[src/rtl/ctrl_pkg.sv]
// Shared decode constants and the ID/EX control bundle for the MIPS-subset pipeline.
package ctrl_pkg;

    localparam logic [5:0] OP_RTYPE = 6'b000000;
    localparam logic [5:0] OP_ADDI  = 6'b001000;
    localparam logic [5:0] OP_ANDI  = 6'b001100;
    localparam logic [5:0] OP_ORI   = 6'b001101;
    localparam logic [5:0] OP_XORI  = 6'b001110;
    localparam logic [5:0] OP_SLTI  = 6'b001010;
    localparam logic [5:0] OP_LW    = 6'b100011;
    localparam logic [5:0] OP_SW    = 6'b101011;
    localparam logic [5:0] OP_BEQ   = 6'b000100;
    localparam logic [5:0] OP_BNE   = 6'b000101;

    localparam logic [5:0] FN_ADD   = 6'b100000;
    localparam logic [5:0] FN_SUB   = 6'b100010;
    localparam logic [5:0] FN_AND   = 6'b100100;
    localparam logic [5:0] FN_OR    = 6'b100101;
    localparam logic [5:0] FN_XOR   = 6'b100110;
    localparam logic [5:0] FN_NOR   = 6'b100111;
    localparam logic [5:0] FN_SLT   = 6'b101010;

    localparam logic [2:0] ALU_AND  = 3'b000;
    localparam logic [2:0] ALU_OR   = 3'b001;
    localparam logic [2:0] ALU_ADD  = 3'b010;
    localparam logic [2:0] ALU_XOR  = 3'b011;
    localparam logic [2:0] ALU_NOR  = 3'b100;
    localparam logic [2:0] ALU_SUB  = 3'b110;
    localparam logic [2:0] ALU_SLT  = 3'b111;

    typedef struct packed {
        logic       reg_write;
        logic       reg_dst;
        logic       branch;
        logic       branch_ne;
        logic       mem_read;
        logic       mem_write;
        logic       alu_src_b;
        logic       mem_to_reg;
        logic [2:0] alu_code;
    } ctrl_t;

    localparam int    CTRL_W       = $bits(ctrl_t);
    localparam ctrl_t CTRL_NONE    = '0;
    // Unknown encodings still flow down the pipe; only the ALU default is set.
    localparam ctrl_t CTRL_ILLEGAL = '{alu_code: ALU_ADD, default: 1'b0};

endpackage

[src/rtl/ctrl_decode.sv]
// Combinational instruction decode: inst -> control bundle, illegal flag and
// whether the instruction reads rt as a source operand.
module ctrl_decode
    import ctrl_pkg::*;
(
    input  logic [31:0]       inst,
    output logic [CTRL_W-1:0] ctrl,
    output logic              illegal,
    output logic              rt_src
);

    logic [5:0] op;
    logic [5:0] fn;
    ctrl_t      c;

    assign op = inst[31:26];
    assign fn = inst[5:0];

    always_comb begin
        c       = CTRL_NONE;
        illegal = 1'b0;
        rt_src  = 1'b0;
        if (inst != 32'd0) begin
            unique case (op)
                OP_RTYPE: begin
                    c.reg_write = 1'b1;
                    c.reg_dst   = 1'b1;
                    rt_src      = 1'b1;
                    unique case (fn)
                        FN_ADD:  c.alu_code = ALU_ADD;
                        FN_SUB:  c.alu_code = ALU_SUB;
                        FN_AND:  c.alu_code = ALU_AND;
                        FN_OR:   c.alu_code = ALU_OR;
                        FN_XOR:  c.alu_code = ALU_XOR;
                        FN_NOR:  c.alu_code = ALU_NOR;
                        FN_SLT:  c.alu_code = ALU_SLT;
                        default: begin
                            c       = CTRL_ILLEGAL;
                            illegal = 1'b1;
                            rt_src  = 1'b0;
                        end
                    endcase
                end
                OP_ADDI, OP_ANDI, OP_ORI, OP_XORI, OP_SLTI: begin
                    c.reg_write = 1'b1;
                    c.alu_src_b = 1'b1;
                    unique case (op)
                        OP_ANDI: c.alu_code = ALU_AND;
                        OP_ORI:  c.alu_code = ALU_OR;
                        OP_XORI: c.alu_code = ALU_XOR;
                        OP_SLTI: c.alu_code = ALU_SLT;
                        default: c.alu_code = ALU_ADD;
                    endcase
                end
                OP_LW: begin
                    c.reg_write  = 1'b1;
                    c.alu_src_b  = 1'b1;
                    c.mem_read   = 1'b1;
                    c.mem_to_reg = 1'b1;
                    c.alu_code   = ALU_ADD;
                end
                OP_SW: begin
                    c.alu_src_b = 1'b1;
                    c.mem_write = 1'b1;
                    c.alu_code  = ALU_ADD;
                    rt_src      = 1'b1;
                end
                OP_BEQ, OP_BNE: begin
                    c.branch    = 1'b1;
                    c.branch_ne = (op == OP_BNE);
                    c.alu_code  = ALU_SUB;
                    rt_src      = 1'b1;
                end
                default: begin
                    c       = CTRL_ILLEGAL;
                    illegal = 1'b1;
                end
            endcase
        end
    end

    assign ctrl = c;

endmodule

[src/rtl/id_ex_ctrl.sv]
// ID/EX pipeline stage: decode, load-use hazard detection, bubble/flush control.
// Optional perf counters (stall_cnt, flush_cnt) enabled by ID_EX_PERF_CNT_EN.
module id_ex_ctrl
    import ctrl_pkg::*;
#(
    parameter int ALUCODE_W = 3,
    parameter int REG_W     = 5
) (
    input  logic                 clk,
    input  logic                 rst_n,
    input  logic [31:0]          inst,
    input  logic                 id_valid,
    input  logic                 flush,
    output logic                 stall,
    output logic                 ex_valid,
    output logic                 ex_RegWrite,
    output logic                 ex_RegDst,
    output logic                 ex_Branch,
    output logic                 ex_BranchNe,
    output logic                 ex_MemRead,
    output logic                 ex_MemWrite,
    output logic                 ex_ALUSrc_B,
    output logic                 ex_MemtoReg,
    output logic [ALUCODE_W-1:0] ex_ALUCode,
    output logic [REG_W-1:0]     ex_rs,
    output logic [REG_W-1:0]     ex_rt,
    output logic [REG_W-1:0]     ex_rd,
    output logic [31:0]          ex_imm,
    output logic                 ex_illegal
`ifdef ID_EX_PERF_CNT_EN
    ,
    output logic [31:0]          stall_cnt,
    output logic [31:0]          flush_cnt
`endif
);

    logic [CTRL_W-1:0] dec_bits;
    ctrl_t             dec;
    logic              dec_illegal;
    logic              dec_rt_src;
    ctrl_t             ex_ctrl;
    logic              hazard;
    logic              bubble;

    ctrl_decode u_dec (
        .inst    (inst),
        .ctrl    (dec_bits),
        .illegal (dec_illegal),
        .rt_src  (dec_rt_src)
    );

    assign dec = ctrl_t'(dec_bits);

    // Only a load already in EX can hazard; a bubble there never stalls.
    assign hazard = id_valid & ex_valid & ex_ctrl.mem_read & (ex_rt != '0) &
                    ((ex_rt == REG_W'(inst[25:21])) |
                     (dec_rt_src & (ex_rt == REG_W'(inst[20:16]))));

    assign stall  = rst_n & hazard & ~flush;
    assign bubble = flush | stall | ~id_valid;

    always_ff @(posedge clk) begin
        if (!rst_n || bubble) begin
            ex_valid   <= 1'b0;
            ex_ctrl    <= CTRL_NONE;
            ex_illegal <= 1'b0;
            ex_rs      <= '0;
            ex_rt      <= '0;
            ex_rd      <= '0;
            ex_imm     <= '0;
        end else begin
            ex_valid   <= 1'b1;
            ex_ctrl    <= dec;
            ex_illegal <= dec_illegal;
            ex_rs      <= REG_W'(inst[25:21]);
            ex_rt      <= REG_W'(inst[20:16]);
            ex_rd      <= REG_W'(inst[15:11]);
            ex_imm     <= {{16{inst[15]}}, inst[15:0]};
        end
    end

    assign ex_RegWrite = ex_ctrl.reg_write;
    assign ex_RegDst   = ex_ctrl.reg_dst;
    assign ex_Branch   = ex_ctrl.branch;
    assign ex_BranchNe = ex_ctrl.branch_ne;
    assign ex_MemRead  = ex_ctrl.mem_read;
    assign ex_MemWrite = ex_ctrl.mem_write;
    assign ex_ALUSrc_B = ex_ctrl.alu_src_b;
    assign ex_MemtoReg = ex_ctrl.mem_to_reg;
    assign ex_ALUCode  = ALUCODE_W'(ex_ctrl.alu_code);

`ifdef ID_EX_PERF_CNT_EN
    always_ff @(posedge clk) begin
        if (!rst_n) begin
            stall_cnt <= '0;
            flush_cnt <= '0;
        end else begin
            if (stall && stall_cnt != 32'hFFFF_FFFF)
                stall_cnt <= stall_cnt + 32'd1;
            if (flush && flush_cnt != 32'hFFFF_FFFF)
                flush_cnt <= flush_cnt + 32'd1;
        end
    end
`endif

endmodule

[config.mk]
export PLATFORM = sky130hd
export DESIGN_NAME = id_ex_ctrl
export DESIGN_NICKNAME = d
export VERILOG_FILES = /design/src/rtl/ctrl_pkg.sv /design/src/rtl/ctrl_decode.sv /design/src/rtl/id_ex_ctrl.sv
export SDC_FILE = /design/constraint.sdc
export NUM_CORES = 1
export LEC_CHECK = 0
export ABC_AREA = 1
export ABC_CLOCK_PERIOD_IN_PS = 2390
export BUFFER_PORTS_ARGS = -buffer_cell sky130_fd_sc_hd__buf_2
export CORE_MARGIN = 5
export CORE_UTILIZATION = 40
export CTS_CLUSTER_DIAMETER = 100
export DETAILED_ROUTE_END_ITERATION = 12
export PLACE_DENSITY = 0.78
export RECOVER_POWER = 50
export SLEW_MARGIN = 40
export SYNTH_ARGS = -nofsm -noshare
export SYNTH_HDL_FRONTEND = slang
export SYNTH_SLANG_ARGS = --single-unit
[constraint.sdc]
create_clock -name clk -period 2.39 [get_ports clk]
set_input_delay 0.3585 -clock clk [delete_from_list [all_inputs] [get_ports clk]]
set_output_delay 0.3585 -clock clk [all_outputs]
set_load 0.005 [all_outputs]
==> results of run 1 <==
[report_power, final]
part | leakage [nW] | switching [W] | internal (W)
sequential | 0.309 | 0.00000757 | 0.000647
combinational | 0.923 | 0.000101 | 0.0000693
clock | 0.0714 | 0.000227 | 0.000445
[per-layer routing]
layer / track usage [%] / up-vias / routed length (um)
met3: 4.740 / 8 / 421
met4: 4.392 / 0 / 67
met2: 25.38 / 76 / 2136
met1: 15.77 / 725 / 1794
met5: 0 / - / 0
li1: - / 877 / -
[per-stage QoR]
stage	worst slack [ns]	util, %	std cells	hold WS [ns]	power, W
after floorplan	0.7837	-	239	0.4817	0.0007765
after global placement	0.5056	49.70	380	0.6155	0.0008388
after detailed placement	0.4541	49.70	380	0.6187	0.0008424
after CTS	0.3551	52.72	388	0.3171	0.001511
after global routing	0.2433	52.03	388	0.3233	0.001561
final	0.3999	52.03	388	0.3201	0.001497
[worst paths after layout]
kind	endpoint	start	slack, ns
setup / recovery	stall	ex_rt[1]	0.40
hold / removal	ex_imm[8]	inst[8]	0.32
setup reg to reg	ex_rs[0]	ex_rt[1]	0.72
hold reg to reg	ex_Branch	ex_valid	0.79
[synthesized netlist by cell type (all sizes together)]
| master | n | area (um^2) |
|---|---|---|
| a21oi | 3 | 15.01 |
| buf | 24 | 205.2 |
| dfxtp | 38 | 760.7 |
| inv | 42 | 157.7 |
| nand2 | 28 | 135.1 |
| nand3 | 16 | 85.08 |
| nand4 | 7 | 43.79 |
| nor2 | 59 | 374.1 |
| nor3 | 5 | 25.02 |
| nor4 | 4 | 25.02 |
| o2111ai | 3 | 26.28 |
| o21ai | 1 | 8.760 |
| o21bai | 1 | 18.77 |
| or2 | 1 | 6.260 |
| xnor2 | 4 | 35.03 |
| xor2 | 3 | 26.28 |
[final cells by class]
| class | instances | area (um^2) | area share (%) |
|---|---|---|---|
| clock inverter | 2 | 60.06 | 2.444 |
| tap | 67 | 83.83 | 3.411 |
| inverter | 42 | 157.7 | 6.415 |
| clock buffer | 6 | 82.58 | 3.360 |
| sequential | 38 | 760.7 | 30.96 |
| multi-input combinational | 135 | 824.5 | 33.55 |
| timing repair buffer | 98 | 488.0 | 19.86 |
[state kept, by name, summed over array words and instances, names as in the netlist, 3 cells and up]
register and flops:
ex_imm 11, ex_ALUCode 3, ex_rs 5, ex_rd 5, ex_rt 5
[critical path, stage by stage (launching register included)]
cell and delay [ns]:
dfxtp_1 0.42, xnor2_1 0.14, nand3_1 0.09, nor3_1 0.25, nand2_2 0.09, nand2_2 0.08
nand2_4 0.07, nor2_1 0.09, buf_2 0.12
[kinds of logic (layout without fill, tap and decap cells)]
logic type	count (synthesis)	in the layout	synth area share, %
buffers and inverters	66	148	18.63
and+or+nand+nor	120	120	35.65
DFF	38	38	39.05
xor gates and xnor gates	7	7	3.147
AOI/OAI and AO/OA	8	8	3.533
==> results.ini, run 1 <==
[layout]
fin_area_um2 = 2457
nets = 356
nFillCells = 460
final_common_cell = buf_2
mostFrequentLayoutCells = buf_2, inv_1, nor2_1, dfxtp_1, clkbuf_1
drive_gt1_share_pct = 35.51
antenna_cells = 0
area.growth.synth_to_final_pct = 26.14

[cts]
h-tree-depth = 2
clock_latency_ns = 0.29
cts.sink_count = 38
cts_setup_buffers = 0
cts_buffer_depth = 2
cts_made_buffers = 5
cts_tree = done
post_cts_resized = 0
cts.clk_slew.worst_paths_ns = 0.07
postCtsHoldBufs = 0
cts_root_buf = clkbuf_8

[yosys]
syn-cell-area_um2 = 1948
yosysSeqAreaShare_pct = 39.05
synth_cells = 239
ys_warn_count = 0
avgSynthCellArea_um2 = 8.151
ys_ff_latch = 38
synth_nets = 275
ys_types = 23

[power_and_ir_drop]
p_per_area_nw_per_um2 = 609.2
vdd_drop_max_mv = 0.3206
p_leak_nw = 1.303

[sta]
tightest_slew_ns = 0.3651
worst_clock_skew_ns = 0.006735
relSlewSlack_pct = 75.63
finalHoldViolations = 0
setup-tns-final_ns = 0
slew_viol_final = 0
period_share_pct = 83.27
period_minus_slack_ns = 1.990
rsz0062_at_grt = false
fmax_mhz = 502.5
finalSetupViolations = 0

[detailed_routing]
first_pass_iters = 4
drc = 0
via_count = 1686
ant_nets = 0
avgViaCountPerCell = 4.345
drt-total-wl_um = 4419
wl_per_cell_um = 11.39
drt-initial-drc-count = 81

[floorplanning]
die_area_um2 = 6366
die_w_um = 79.79
start_util_pct = 41.25
rows = 25
fp.coreArea_um2 = 4723
top_level_ports = 97
die_h_um = 79.79

[placement]
io_buffers = 96
gp_congestion = 0.8293
placed_area_um2 = 2347
hpwl_um = 3702

[worst_setup_path]
critPathCaptureType = output port
critPathArrivalTime_ns = 1.63
start_kind = flip-flop
reg2reg_depth = 9
crit_fanout = 4
path_class = flip-flop to output port
worstPathRequired_ns = 2.03

[outcome]
outcome = finished, final reports clean

[grt]
grt_first_pass_wirelength_um = 7044
grt_max_degree = 19
overflow = 0
grt_use_total_pct = 14.18
grt_pass1_vias = 1637
antenna_found_initial = 0

[run]
drv_cap = 0

[min_path]
min_path_cells = 3
hp-class = primary input to flip-flop

(Power assumes the default switching activity.)
==> run 2, diff against run 1 <==
- ABC_CLOCK_PERIOD_IN_PS: 2390 -> 1700
- PLACE_DENSITY: 0.78 -> 0.81
- clock period: 2.39 -> 1.7 ns (I/O delays scaled with it)
==> run 2 against run 1 <==
  * The flow now finishes with violations (negative setup slack)
  * Total power rose by 29%
  * Clock power rose by 11%
  * Non-clock buffer count rose by 12
  * Die area did not move
  * Final cell count rose by 3.1%
  * Worst hold slack got worse by 0.11 ns
  * Register-to-register slack got worse by 0.60 ns
  * Clock skew rose by 0.0029 ns
  * Sequential share of layout area fell by 0.98 points
  * Cell area rose by 5.3%
  * Setup slack got worse by 0.44 ns
  * Clock-buffer cell count fell by 1
  * Largest power group is now registers
==> results.ini, run 2 (synthesized netlist as in run 1, its figures left out) <==
[outcome]
outcome = finished with violations  ; was finished, final reports clean
failed_checks = negative setup slack

[sta]
fmax_mhz = 576.1
setup-tns-final_ns = -0.03590  ; was 0 ns
finalSetupViolations = 1  ; was 0
tightest_slew_ns = 0.5179  ; was 0.3651 ns
rsz0062_at_grt = true  ; was false
worst_clock_skew_ns = 0.009594  ; was 0.006735 ns
finalHoldViolations = 0  ; unchanged
period_share_pct = 102.1
slew_viol_final = 0  ; unchanged
relSlewSlack_pct = 65.34  ; was 75.63%
hold_slack_ns = 0.2096  ; was 0.3201 ns
period_minus_slack_ns = 1.736
worst_slack_ns = -0.03590  ; was 0.3999 ns

[power_and_ir_drop]
vdd_drop_max_mv = 0.2819  ; was 0.3206 mV
p_per_area_nw_per_um2 = 743.8  ; was 609.2 nW/um^2
p_leak_nw = 1.399  ; was 1.303 nW

[layout]
multiInputGateArea_um2 = 872.1  ; was 824.5 um^2
area.growth.synth_to_final_pct = 32.82  ; was 26.14%
largest_reg_flops = 11  ; unchanged
antenna_cells = 0  ; unchanged
nFillCells = 465  ; was 460
regArea_um2 = 775.7  ; was 760.7 um^2
nets = 368  ; was 356
mostFrequentLayoutCells = buf_2, inv_1, nor2_1  ; was buf_2, inv_1, nor2_1, dfxtp_1, clkbuf_1
fin_area_um2 = 2587  ; was 2457 um^2
finish.utilization_pct = 54.78  ; was 52.03%
top_register = ex_imm  ; unchanged
drive_gt1_share_pct = 43.84  ; was 35.51%
final_common_cell = buf_2  ; unchanged

[grt]
grt_use_total_pct = 14.84  ; was 14.18%
grt_max_degree = 19  ; unchanged
antenna_found_initial = 0  ; unchanged
grt_first_pass_wirelength_um = 7348  ; was 7044 um
overflow = 0  ; unchanged
grt_pass1_vias = 1715  ; was 1637

[min_path]
hp-class = primary input to flip-flop  ; unchanged

[floorplanning]
die_h_um = 79.79  ; unchanged
die_area_um2 = 6366  ; unchanged
start_util_pct = 41.25  ; unchanged
rows = 25  ; unchanged
fp.coreArea_um2 = 4723  ; unchanged
die_w_um = 79.79  ; unchanged
top_level_ports = 97  ; unchanged

[detailed_routing]
ant_nets = 0  ; unchanged
wl_per_cell_um = 11.58  ; was 11.39 um
avgViaCountPerCell = 4.388  ; was 4.345
drc = 0  ; unchanged
drt-initial-drc-count = 69  ; was 81
via_count = 1755  ; was 1686
drt-total-wl_um = 4632  ; was 4419 um
first_pass_iters = 6  ; was 4

[worst_setup_path]
crit_path_top_delay_cell = dfxtp_4  ; was dfxtp_1
cpPeakStageDelay_ns = 0.36  ; was 0.42 ns
start_kind = flip-flop  ; unchanged
crit_fanout = 4  ; unchanged
crit_buf_inv = 2  ; was 1
critPathArrivalTime_ns = 1.48  ; was 1.63 ns
cp_cell_sequence = inv_2 > nor2_1 > nor4_1 > nand3_1 > nand2_2 > nand2_4 > nor2_4 > buf_2  ; was xnor2_1 > nand3_1 > nor3_1 > nand2_2 > nand2_2 > nand2_4 > nor2_1 > buf_2
path_delay_family = simple AND/OR/NAND/NOR gates  ; unchanged
path_class = flip-flop to output port  ; unchanged
worstPathRequired_ns = 1.44  ; was 2.03 ns
critPathCaptureType = output port  ; unchanged

[placement]
io_buffers = 96  ; unchanged
gp_congestion = 0.8603  ; was 0.8293
hpwl_um = 3843  ; was 3702 um
dp_slack_ns = 0.01275  ; was 0.4541 ns
placed_area_um2 = 2407  ; was 2347 um^2

[cts]
cts_made_buffers = 5  ; unchanged
cts_root_buf = clkbuf_8  ; unchanged
cts_buffer_depth = 2  ; unchanged
postCtsHoldBufs = 0  ; unchanged
cts.sink_count = 38  ; unchanged
cts_tree = done  ; unchanged
clock_latency_ns = 0.29  ; about the same
h-tree-depth = 2  ; unchanged
cts.clk_slew.worst_paths_ns = 0.08  ; was 0.07 ns

[run]
drv_cap = 0  ; unchanged

-- run 2: cell count changes in the layout (fill, tap and decap cells not counted), moves of 4 or more --
cell	before	now
buf_4	0	12
clkbuf_1	25	17
dfxtp_1	38	34
buf_2	70	79
dfxtp_4	0	4
-- run 2: timing repair --
item                       in CTS  in global routing
setup endpoints to repair       1                 26
gates resized for setup        13                  5
gates cloned                    0                  0
pin swaps                      10                  6
setup buffers                   3                  1
-- run 2: worst register-to-register path, stage by stage (launching register included) --
cell	delay (ns)
dfxtp_4	0.36
inv_2	0.06
nor2_1	0.03
nor4_1	0.24
nand3_1	0.15
nand2_2	0.11
nand2_4	0.06
buf_4	0.16
nand2_8	0.10
buf_12	0.17
nor2_4	0.04
-- run 2: layout make-up --
| cell class | instances | area share [%] |
|---|---|---|
| Multi-Input combinational cell | 135 | 33.70 |
| Timing Repair Buffer | 110 | 22.78 |
| Tap cell | 67 | 3.240 |
| Clock inverter | 3 | 1.547 |
| Inverter | 42 | 6.093 |
| Clock buffer | 5 | 2.660 |
| Sequential cell | 38 | 29.98 |
-- run 2: worst paths after layout --
kind | startpoint | endpoint | slack [ns] | cells after the start
worst max-delay path | ex_rt[1] | stall | -0.04 | 8
worst min-delay path | inst[19] | ex_rt[3] | 0.21 | 3
worst max register to register | ex_rt[1] | ex_rs[1] | 0.12 | 10
worst min register to register | ex_valid | ex_valid | 0.88 | 6
-- run 2: layer usage --
layer	wire [um]	vias up	global-route usage, %
met5	0	-	0
met2	2334	71	27.46
met3	434	6	4.853
met4	50	0	4.054
li1	-	903	-
met1	1813	775	16.04
-- run 2: per-stage QoR --
stage               power [W]  std cells
finish               0.001925        400
global route         0.002010        400
CTS                  0.001943        399
detailed placement   0.001194        388
global placement     0.001187        388
floorplan            0.001092        239
-- run 2: report_power, final --
part	internal, W	leakage [nW]	switching, W	total (W)
clock network	0.000432	0.0579	0.000315	0.000747
logic	0.000114	1.03	0.000148	0.000262
registers	0.000906	0.312	0.0000105	0.000916
==> run 3, diff against run 2 <==
- ABC_AREA: 1 -> unset
- PLACE_DENSITY: 0.81 -> 0.83
==> run 3 against run 2 <==
  * The flow still finishes with violations (negative setup slack)
  * Clock-buffer cell count stayed put
  * Largest cell class unchanged
  * Final cell count fell by 13%
  * Flip-flop and latch count is the same
==> results.ini, run 3 <==
[yosys]
synth_top_area_cell = dfxtp_1  ; unchanged
synth_cells = 179  ; was 239
synthXorXnorAreaFrac_pct = 5.426  ; was 3.147%
ys_types = 40  ; was 23
ys_top_cells_by_area = dfxtp_1, and2_4, buf_4  ; was dfxtp_1, nor2_4, buf_4
synth_mux_area_share_pct = 0.6342  ; was 0%
ys_ff_latch = 38  ; unchanged
synth-compound-area-share_pct = 7.893  ; was 3.532%
ys_warn_count = 0  ; unchanged
synth_fa_ha_area_share_pct = 0  ; unchanged
ys_async_sr_fraction_pct = 0  ; unchanged
synth_top_area_share_pct = 42.85  ; was 39.05%
synth_most_common_cell = dfxtp_1  ; was inv_1
synth-simple-area-share_pct = 30.73  ; was 35.65%
synth_nets = 215  ; was 275
synthFlopType = dfxtp_1  ; unchanged
yosysSeqAreaShare_pct = 42.85  ; was 39.05%
syn-cell-area_um2 = 1775  ; was 1948 um^2
avgSynthCellArea_um2 = 9.919  ; was 8.151 um^2
synth.top_cells.by_count = dfxtp_1, buf_4, and2_4  ; was inv_1, dfxtp_1, nor2_1
synth_edf_count = 0  ; unchanged
synth_top_family_by_area = simple AND/OR/NAND/NOR gates  ; unchanged

[cts]
cts.clk_slew.worst_paths_ns = 0.08  ; about the same
cts_root_buf = clkbuf_8  ; unchanged
cts.sink_count = 38  ; unchanged
clock_latency_ns = 0.30  ; was 0.29 ns
cts_buffer_depth = 2  ; unchanged
h-tree-depth = 2  ; unchanged
cts_tree = done  ; unchanged
cts_made_buffers = 5  ; unchanged

[grt]
grt_pass1_vias = 1803  ; was 1715
antenna_found_initial = 0  ; unchanged
grt_first_pass_wirelength_um = 8825  ; was 7348 um
overflow = 0  ; unchanged
grt_use_total_pct = 18.55  ; was 14.84%
grt_max_degree = 19  ; unchanged

[worst_setup_path]
worstPathRequired_ns = 1.44  ; about the same
cpPeakStageDelay_ns = 0.52  ; was 0.36 ns
critPathCaptureType = output port  ; unchanged
cp_cell_sequence = buf_6 > or4b_4 > a2111o_1 > a2111o_1 > a21oi_4 > nor2b_4 > buf_2  ; was inv_2 > nor2_1 > nor4_1 > nand3_1 > nand2_2 > nand2_4 > nor2_4 > buf_2
start_kind = primary input  ; was flip-flop
critPathArrivalTime_ns = 2.06  ; was 1.48 ns
crit_path_top_delay_cell = or4b_4  ; was dfxtp_4
crit_top_cell = a2111o_1
path_class = primary input to output port  ; was flip-flop to output port
crit_buf_inv = 2  ; unchanged
crit-reg2reg-launch = ex_rt[1]  ; unchanged
crit_fanout = 2  ; was 4
startpoint = inst[31]  ; was ex_rt[1]
path_delay_family = compound AO/OA/AOI/OAI gates  ; was simple AND/OR/NAND/NOR gates

[layout]
nets = 331  ; was 368
antenna_cells = 0  ; unchanged
area.growth.synth_to_final_pct = 50.32  ; was 32.82%
mostFrequentLayoutCells = buf_2, dfxtp_1, buf_4  ; was buf_2, inv_1, nor2_1
final_cells = 348  ; was 400
top_register = ex_imm  ; unchanged
largest_reg_flops = 11  ; unchanged
drive_gt1_share_pct = 55.07  ; was 43.84%
nFillCells = 392  ; was 465
final_common_cell = buf_2  ; unchanged

[sta]
worst_slack_ns = -0.6112  ; was -0.03590 ns
finalHoldViolations = 0  ; unchanged
rsz0062_at_grt = true  ; unchanged
finalSetupViolations = 39  ; was 1
worst_clock_skew_ns = 0.006534  ; was 0.009594 ns
relSlewSlack_pct = 43.65  ; was 65.34%
setup-tns-final_ns = -18.65  ; was -0.03590 ns
period_minus_slack_ns = 2.311  ; was 1.736 ns
slew_viol_final = 0  ; unchanged
fmax_mhz = 432.7  ; was 576.1 MHz
period_share_pct = 136.0  ; was 102.1%
tightest_slew_ns = 0.8377  ; was 0.5179 ns

[outcome]
failed_checks = negative setup slack  ; unchanged
outcome = finished with violations  ; unchanged

[run]
drv_cap = 0  ; unchanged

[floorplanning]
top_level_ports = 97  ; unchanged
die_area_um2 = 5871  ; was 6366 um^2
die_w_um = 76.63  ; was 79.79 um
rows = 24  ; was 25
die_h_um = 76.63  ; was 79.79 um
start_util_pct = 41.06  ; was 41.25%
fp.coreArea_um2 = 4324  ; was 4723 um^2

[min_path]
min_from = inst[7]  ; was inst[19]
hp-class = primary input to flip-flop  ; unchanged

[detailed_routing]
via_count = 1718  ; was 1755
first_pass_iters = 4  ; was 6
ant_nets = 0  ; unchanged
wl_per_cell_um = 15.46  ; was 11.58 um
drt-initial-drc-count = 72  ; was 69
drc = 0  ; unchanged
avgViaCountPerCell = 4.937  ; was 4.388
drt-total-wl_um = 5380  ; was 4632 um

[placement]
dp_cells = 331  ; was 388
gp_congestion = 0.7761  ; was 0.8603
hpwl_um = 3719  ; was 3843 um
io_buffers = 96  ; unchanged
dp_slack_ns = -0.6490  ; was 0.01275 ns

[power_and_ir_drop]
p_per_area_nw_per_um2 = 834.1  ; was 743.8 nW/um^2
vdd_drop_max_mv = 0.3281  ; was 0.2819 mV
p_leak_nw = 1.275  ; was 1.399 nW
power_w = 0.002226  ; was 0.001925 W

-- run 3: changes by cell type in the layout (fill, tap and decap cells not counted), moves of 13 or more --
cell | before | now
buf_4 | 12 | 33
nor2_1 | 37 | 5
and2_4 | 0 | 23
inv_1 | 40 | 2
nand2_1 | 20 | 7
nor2_4 | 21 | 0
-- run 3: logic make-up (layout without fill, tap and decap cells) --
family,Yosys count,in the layout
multiplexers,1,1
AO/OA/AOI/OAI,18,21
flip-flops,38,38
buffers and inverters,29,143
AND/OR/NAND/NOR,82,82
XOR/XNOR,11,11
-- run 3: cell type report --
type / instances / area [um^2] / area share, %
Tap cell: 52 / 65.06 / 2.438
Sequential cell: 38 / 760.7 / 28.50
Clock buffer: 5 / 68.82 / 2.579
Timing Repair Buffer: 133 / 758.2 / 28.41
Multi-Input combinational cell: 115 / 939.7 / 35.21
Clock inverter: 3 / 68.82 / 2.579
Inverter: 2 / 7.507 / 0.2813
-- run 3: stage by stage --
stage	cell area, um^2	hold WS, ns	util, %
3_5_place_dp	2355	0.4952	54.46
4_1_cts	2646	0.1854	61.20
5_1_grt	2669	0.1802	61.72
2_1_floorplan	1790	0.3317	-
3_3_place_gp	2355	0.4829	54.46
6_report	2669	0.1856	61.72
-- run 3: what timing repair did --
item	in CTS	in global routing
gates resized for setup	18	7
endpoints found under the hold margin	0	0
pin swaps	3	1
endpoints found under the setup margin	39	39
gates cloned	2	1
buffers inserted	5	4
hold buffers	0	0
-- run 3: path summary, 6_finish.rpt --
check,to,slack (ns),cells past startpoint
worst min-delay path,ex_imm[7],0.19,2
worst max-delay path,stall,-0.61,7
worst min register to register,ex_valid,0.88,4
worst max register to register,ex_MemWrite,-0.45,9
-- run 3: power by group --
part / internal, W / leakage, nW / switching (W)
Sequential: 0.000924 / 0.311 / 0.0000165
Combinational: 0.000191 / 0.896 / 0.000166
Clock: 0.000588 / 0.0683 / 0.000340
Total: 0.00170 / 1.27 / 0.000522
-- run 3: per-layer routing --
layer,share of wire (%),global-route usage [%],vias to the layer above,wire length (um)
li1,-,-,839,-
met1,41,21.03,790,2183
met2,49,31.34,77,2662
met3,7.5,6.619,12,403
met4,2.4,7.692,0,131
met5,0,0,-,0
